### config.mk
export PLATFORM = sky130hd
export DESIGN_NAME = remote_comm
export DESIGN_NICKNAME = d
export VERILOG_FILES = /design/src/rtl/remote_comm.sv
export SDC_FILE = /design/constraint.sdc
export NUM_CORES = 1
export LEC_CHECK = 0
export ABC_AREA = 0
export CAP_MARGIN = 10
export CORE_MARGIN = 5
export CORE_UTILIZATION = 55
export CTS_CLUSTER_SIZE = 24
export DETAILED_ROUTE_END_ITERATION = 7
export DONT_BUFFER_PORTS = 1
export PLACE_DENSITY_LB_ADDON = 0.12
export SLEW_MARGIN = 20
export SYNTH_ARGS = -nofsm -noshare
export SYNTH_HDL_FRONTEND = slang
export SYNTH_SLANG_ARGS = --single-unit
### constraint.sdc
create_clock -name clk -period 2.2 [get_ports clk]
set_input_delay 0.44 -clock clk [delete_from_list [all_inputs] [get_ports clk]]
set_output_delay 0.44 -clock clk [all_outputs]
set_load 0.01 [all_outputs]
### src/rtl/remote_comm.sv
// remote_comm: 16-bit command transmitter (two 8N1 UART frames, high byte
// first) plus an independent 8N1 response receiver, full duplex.
// Optional build macro RX_FRAME_CHECK_EN: when defined, a received byte whose
// stop bit samples low is discarded instead of being delivered.
module remote_comm #(
  parameter int unsigned BAUD_DIV = 2604
) (
  input  logic        clk,
  input  logic        rst,
  input  logic        RX,
  output logic        TX,
  input  logic [15:0] cmd,
  input  logic        snd_cmd,
  output logic        cmd_snt,
  output logic        resp_rdy,
  output logic [7:0]  resp
);

  localparam logic [15:0] BAUD_LAST = 16'(BAUD_DIV - 1);
  localparam logic [15:0] HALF_LAST = 16'((BAUD_DIV / 2) - 1);

  typedef enum logic [1:0] {IDLE = 2'd0, SEND_HI = 2'd1, SEND_LO = 2'd2} cmd_state_e;
  typedef enum logic [1:0] {RX_IDLE = 2'd0, RX_START = 2'd1, RX_DATA = 2'd2, RX_STOP = 2'd3} rx_state_e;

  // ---------------- command FSM and byte transmitter ----------------
  cmd_state_e  state_q, state_d;
  logic [15:0] hold_q, hold_d;
  logic        cmd_snt_q, cmd_snt_d;
  logic        tx_q, tx_d;
  logic        tx_busy_q, tx_busy_d;
  logic [9:0]  tx_frame_q, tx_frame_d;
  logic [3:0]  tx_bit_q, tx_bit_d;
  logic [15:0] tx_baud_q, tx_baud_d;
  logic        tx_start_s;
  logic [7:0]  tx_byte_s;
  logic        tx_last_s;

  // Next-state logic for the command sequencer and the shared bit shifter.
  always_comb begin
    state_d    = state_q;
    hold_d     = hold_q;
    cmd_snt_d  = cmd_snt_q;
    tx_start_s = 1'b0;
    tx_byte_s  = 8'h00;
    tx_last_s  = tx_busy_q && (tx_baud_q == BAUD_LAST) && (tx_bit_q == 4'd9);

    case (state_q)
      IDLE: begin
        if (snd_cmd) begin
          hold_d     = cmd;
          cmd_snt_d  = 1'b0;
          tx_start_s = 1'b1;
          tx_byte_s  = cmd[15:8];
          state_d    = SEND_HI;
        end else begin
          state_d = IDLE;
        end
      end
      SEND_HI: begin
        // Low byte is chained directly behind the high byte's stop bit.
        if (tx_last_s) begin
          tx_start_s = 1'b1;
          tx_byte_s  = hold_q[7:0];
          state_d    = SEND_LO;
        end else begin
          state_d = SEND_HI;
        end
      end
      SEND_LO: begin
        if (tx_last_s) begin
          cmd_snt_d = 1'b1;
          state_d   = IDLE;
        end else begin
          state_d = SEND_LO;
        end
      end
      default: begin
        state_d = IDLE;
      end
    endcase

    tx_d       = tx_q;
    tx_busy_d  = tx_busy_q;
    tx_frame_d = tx_frame_q;
    tx_bit_d   = tx_bit_q;
    tx_baud_d  = tx_baud_q;
    if (tx_start_s) begin
      // Frame is {stop, data[7:0], start}; bit 0 goes on the line first.
      tx_frame_d = {1'b1, tx_byte_s, 1'b0};
      tx_d       = 1'b0;
      tx_busy_d  = 1'b1;
      tx_bit_d   = 4'd0;
      tx_baud_d  = 16'd0;
    end else if (tx_busy_q) begin
      if (tx_baud_q == BAUD_LAST) begin
        tx_baud_d = 16'd0;
        if (tx_bit_q == 4'd9) begin
          tx_busy_d = 1'b0;
          tx_d      = 1'b1;
          tx_bit_d  = 4'd0;
        end else begin
          tx_frame_d = {1'b1, tx_frame_q[9:1]};
          tx_d       = tx_frame_q[1];
          tx_bit_d   = tx_bit_q + 4'd1;
        end
      end else begin
        tx_baud_d = tx_baud_q + 16'd1;
      end
    end else begin
      tx_d = 1'b1;
    end
  end

  // Command FSM and transmitter registers; reset forces the line idle high.
  always_ff @(posedge clk) begin
    if (rst) begin
      state_q    <= IDLE;
      hold_q     <= 16'h0000;
      cmd_snt_q  <= 1'b0;
      tx_q       <= 1'b1;
      tx_busy_q  <= 1'b0;
      tx_frame_q <= 10'h3FF;
      tx_bit_q   <= 4'd0;
      tx_baud_q  <= 16'd0;
    end else begin
      state_q    <= state_d;
      hold_q     <= hold_d;
      cmd_snt_q  <= cmd_snt_d;
      tx_q       <= tx_d;
      tx_busy_q  <= tx_busy_d;
      tx_frame_q <= tx_frame_d;
      tx_bit_q   <= tx_bit_d;
      tx_baud_q  <= tx_baud_d;
    end
  end

  // ---------------- receiver ----------------
  logic        rx_meta_q, rx_sync_q, rx_prev_q;
  rx_state_e   rx_state_q, rx_state_d;
  logic [15:0] rx_baud_q, rx_baud_d;
  logic [3:0]  rx_bit_q, rx_bit_d;
  logic [7:0]  rx_shift_q, rx_shift_d;
  logic [7:0]  resp_q, resp_d;
  logic        resp_rdy_q, resp_rdy_d;

  // Two-flop synchronizer for the asynchronous RX pin plus an edge-detect tap.
  always_ff @(posedge clk) begin
    if (rst) begin
      rx_meta_q <= 1'b1;
      rx_sync_q <= 1'b1;
      rx_prev_q <= 1'b1;
    end else begin
      rx_meta_q <= RX;
      rx_sync_q <= rx_meta_q;
      rx_prev_q <= rx_sync_q;
    end
  end

  // Receiver sequencing: start validation at half-bit, then mid-bit sampling.
  always_comb begin
    rx_state_d = rx_state_q;
    rx_baud_d  = rx_baud_q;
    rx_bit_d   = rx_bit_q;
    rx_shift_d = rx_shift_q;
    resp_d     = resp_q;
    resp_rdy_d = 1'b0;

    case (rx_state_q)
      RX_IDLE: begin
        if (rx_prev_q && !rx_sync_q) begin
          rx_state_d = RX_START;
          rx_baud_d  = 16'd0;
          rx_bit_d   = 4'd0;
        end else begin
          rx_state_d = RX_IDLE;
        end
      end
      RX_START: begin
        if (rx_baud_q == HALF_LAST) begin
          rx_baud_d = 16'd0;
          // A line already back high at start-bit centre was a glitch.
          if (rx_sync_q) begin
            rx_state_d = RX_IDLE;
          end else begin
            rx_state_d = RX_DATA;
          end
        end else begin
          rx_baud_d = rx_baud_q + 16'd1;
        end
      end
      RX_DATA: begin
        if (rx_baud_q == BAUD_LAST) begin
          rx_baud_d  = 16'd0;
          rx_shift_d = {rx_sync_q, rx_shift_q[7:1]};
          if (rx_bit_q == 4'd7) begin
            rx_bit_d   = 4'd0;
            rx_state_d = RX_STOP;
          end else begin
            rx_bit_d = rx_bit_q + 4'd1;
          end
        end else begin
          rx_baud_d = rx_baud_q + 16'd1;
        end
      end
      RX_STOP: begin
        if (rx_baud_q == BAUD_LAST) begin
          rx_baud_d  = 16'd0;
          rx_state_d = RX_IDLE;
`ifdef RX_FRAME_CHECK_EN
          if (rx_sync_q) begin
            resp_d     = rx_shift_q;
            resp_rdy_d = 1'b1;
          end else begin
            resp_d     = resp_q;
            resp_rdy_d = 1'b0;
          end
`else
          resp_d     = rx_shift_q;
          resp_rdy_d = 1'b1;
`endif
        end else begin
          rx_baud_d = rx_baud_q + 16'd1;
        end
      end
      default: begin
        rx_state_d = RX_IDLE;
      end
    endcase
  end

  // Receiver registers, including the registered response outputs.
  always_ff @(posedge clk) begin
    if (rst) begin
      rx_state_q <= RX_IDLE;
      rx_baud_q  <= 16'd0;
      rx_bit_q   <= 4'd0;
      rx_shift_q <= 8'h00;
      resp_q     <= 8'h00;
      resp_rdy_q <= 1'b0;
    end else begin
      rx_state_q <= rx_state_d;
      rx_baud_q  <= rx_baud_d;
      rx_bit_q   <= rx_bit_d;
      rx_shift_q <= rx_shift_d;
      resp_q     <= resp_d;
      resp_rdy_q <= resp_rdy_d;
    end
  end

  assign TX       = tx_q;
  assign cmd_snt  = cmd_snt_q;
  assign resp     = resp_q;
  assign resp_rdy = resp_rdy_q;

endmodule

==> results.toml <==
[finish]
fin_nets = 468
final_cell_mix = "dfxtp_1 (79), nor2_1 (64), nand2_1 (46)"
finish.utilization = 0.632
layout_commonest_cell = "dfxtp_1"
diodes = 0
syn2layout_area_growth_pct = 12.3
drive_gt1_frac = 0.136

[synth]
synth_area_leaders = "dfxtp_1 (44%), mux2i_1 (7.1%), nor2_1 (6.3%)"
synthAdderAreaFrac = 0.0132
synth_mux_area_frac = 0.0711
synth_simple_gate_area_frac = 0.276
synth-seq-area-share = 0.437
synth_edf_count = 0
syn_area_per_cell_um2 = 8.85
yosys.area.top_type = "dfxtp_1"
syn_inst = 430
synth-compound-area-share = 0.101
ys_warn_count = 0
synth_flop_cell = "dfxtp_1"
synthArstFlopShare = 0
synth_cell_types = 53
synth_xor_area_frac = 0.0645
ys_seq_elements = 83
syn-num-nets = 454
syn-cell-area_um2 = 3800
synth_top_family_by_area = "simple AND/OR/NAND/NOR gates"
synth_top_area_frac = 0.437

[floorplan]
dieArea_um2 = 8680
die_w_um = 93.2
pin_count = 31
rows = 30
initial_utilization = 0.563
die_h_um = 93.2
core_area_um2 = 6760

[setup_path]
path_depth = 6
cp_max_fo = 8
crit_path_cell_trace = "ha_1 -> or4bb_4 -> or4_4 -> nor2_8 -> mux2i_1 -> nor2_1"
crit_slowest_cell = "or4_4"
slowest_delay_ns = 0.57
worstReg2RegEnd = "resp[2]"
crit_end = "resp[2]"
critical_path_required_ns = 2.46
timing.rr.start = "rx_baud_q[0]"
path_buf_inv = 0
start_kind = "flop"
cp_data_arrival_time_ns = 2.40
cp-startpoint = "rx_baud_q[0]"
end_kind = "flop"
rrSetupSlack_ns = 0.06
ff2ff_path_depth = 6
cp_top_family = "simple AND/OR/NAND/NOR gates"
critical_path_class = "reg -> reg"

[power]
p_leak_nw = 1.53
irDropWorstVdd_v = 0.000412
p_per_area_nw_per_um2 = 720

[sta]
rsz0062_at_grt = "true"
period_share = 0.973
hold_viol_final = 0
whs_ns = 0.142
drv_slew = 0
finalCriticalPeriod_ns = 2.14
timing.slew.headroom = 0.676
setup_slack_ns = 0.0600
fmax_mhz = 467
setup_viol = 0
clock_skew_ns = 0.0108
tightestPinTransition_ns = 0.483

[min_path]
hold_path.class = "in -> reg"
min_from = "rst"

[detailed_routing]
dr.pass1.iters = 4
drtIter0Drc = 78
ant_nets = 0
drc = 0
vias = 3028
wl_per_cell_um = 14.3
avgViaCountPerCell = 5.72
wl_mm = 7.56

[clock_network]
cts.reportedPaths.clkPinSlew_ns = 0.09
cts_hold_buf = 0
tritoncts = "built"
h-tree-depth = 3
cts_sinks = 83
clock_path_buffers = 2
cts_root_buf = "clkbuf_8"
clock_latency_ns = 0.35
cts_buffers = 9

[place]
io_buffers = 0
dp_slack_ns = 0.00532
gp_congestion = 0.862
hpwlAfterDp_mm = 5.08

[global_routing]
gr-usage-all-layers = 0.188
grt_pass1_wl_mm = 13.2
antenna_found_initial = 0
grt_overflow = 0
grt_pass1_vias = 2923
grt_max_degree = 56

[run_status]
status = "finished clean"

[flow_run]
drv_cap = 0
-- registers in the layout, summed over array words and instances (netlist names), named ones only --
signal / flops
TX: 1
cmd_snt: 1
hold_q: 8
resp: 8
resp_rdy: 1
rx_baud_q: 16
rx_bit_q: 4
rx_meta_q: 1
rx_prev_q: 1
rx_shift_q: 8
rx_state_q: 1
rx_sync_q: 1
state_q: 2
tx_baud_q: 16
tx_bit_q: 4
tx_busy_q: 1
tx_frame_q: 8
-- stage by stage --
stage               cells  area, um^2  power [mW]  setup TNS [ns]
global placement      512        3980        1.74               0
floorplan             430        3800        1.72               0
finish                529        4270        3.07               0
global route          529        4270        3.21          -0.293
CTS                   528        4240        3.09               0
detailed placement    512        3980        1.74               0
-- cell usage after synthesis (7+ instances only) --
cell / count
a21oi_1: 15
clkbuf_1: 16
dfxtp_1: 83
inv_1: 15
mux2i_1: 27
nand2_1: 46
nand3_1: 15
nand4_1: 12
nor2_1: 64
nor3_1: 7
o21a_1: 7
o32a_1: 7
xnor2_1: 10
xor2_1: 18
-- power breakdown --
part	total (mW)	leakage [nW]	internal (mW)	switching [mW]
sequential	1.55	0.674	1.53	0.0226
combinational	0.161	0.733	0.0685	0.0921
clock	1.36	0.122	0.794	0.568
total	3.07	1.53	2.39	0.683
-- worst min path at each step --
stage / to / slack [ns] / cells after the start
detailed placement: rx_sync_q / 0.40 / 1
global route: rx_bit_q[2] / 0.12 / 1
CTS: resp[6] / 0.14 / 1
floorplan: rx_sync_q / 0.39 / 1
global placement: rx_sync_q / 0.40 / 1
finish: resp[5] / 0.14 / 1
-- area by class of cell --
type                    count  area, um^2
well taps                  80         100
repair buffers             22         165
multi-input cells         313        2030
fillers                   587        2480
inverters                  15        56.3
flip-flops and latches     83        1670
clock inverters             5         109
clock buffers              11         141
-- cell families after synthesis --
kind of cell | Yosys count
simple gates | 200
flops | 83
compound gates | 54
buf+inv | 34
xor+xnor | 28
mux | 27
fa+ha+maj | 4
-- what timing repair did --
action,CTS,global route
pin swaps,4,9
endpoints found under the hold margin,0,0
resized for setup,4,7
buffers inserted,0,1
setup endpoints to repair,2,42
-- routing by layer --
| metal | vias up | wire length, um | GRT usage |
|---|---|---|---|
| met5 | - | 0 | 0 |
| met4 | 0 | 175 | 0.101 |
| met3 | 13 | 374 | 0.0394 |
| met2 | 75 | 3530 | 0.299 |
| met1 | 1417 | 3480 | 0.239 |
| li1 | 1523 | - | - |
No activity file was read; power rests on OpenSTA's default activity.
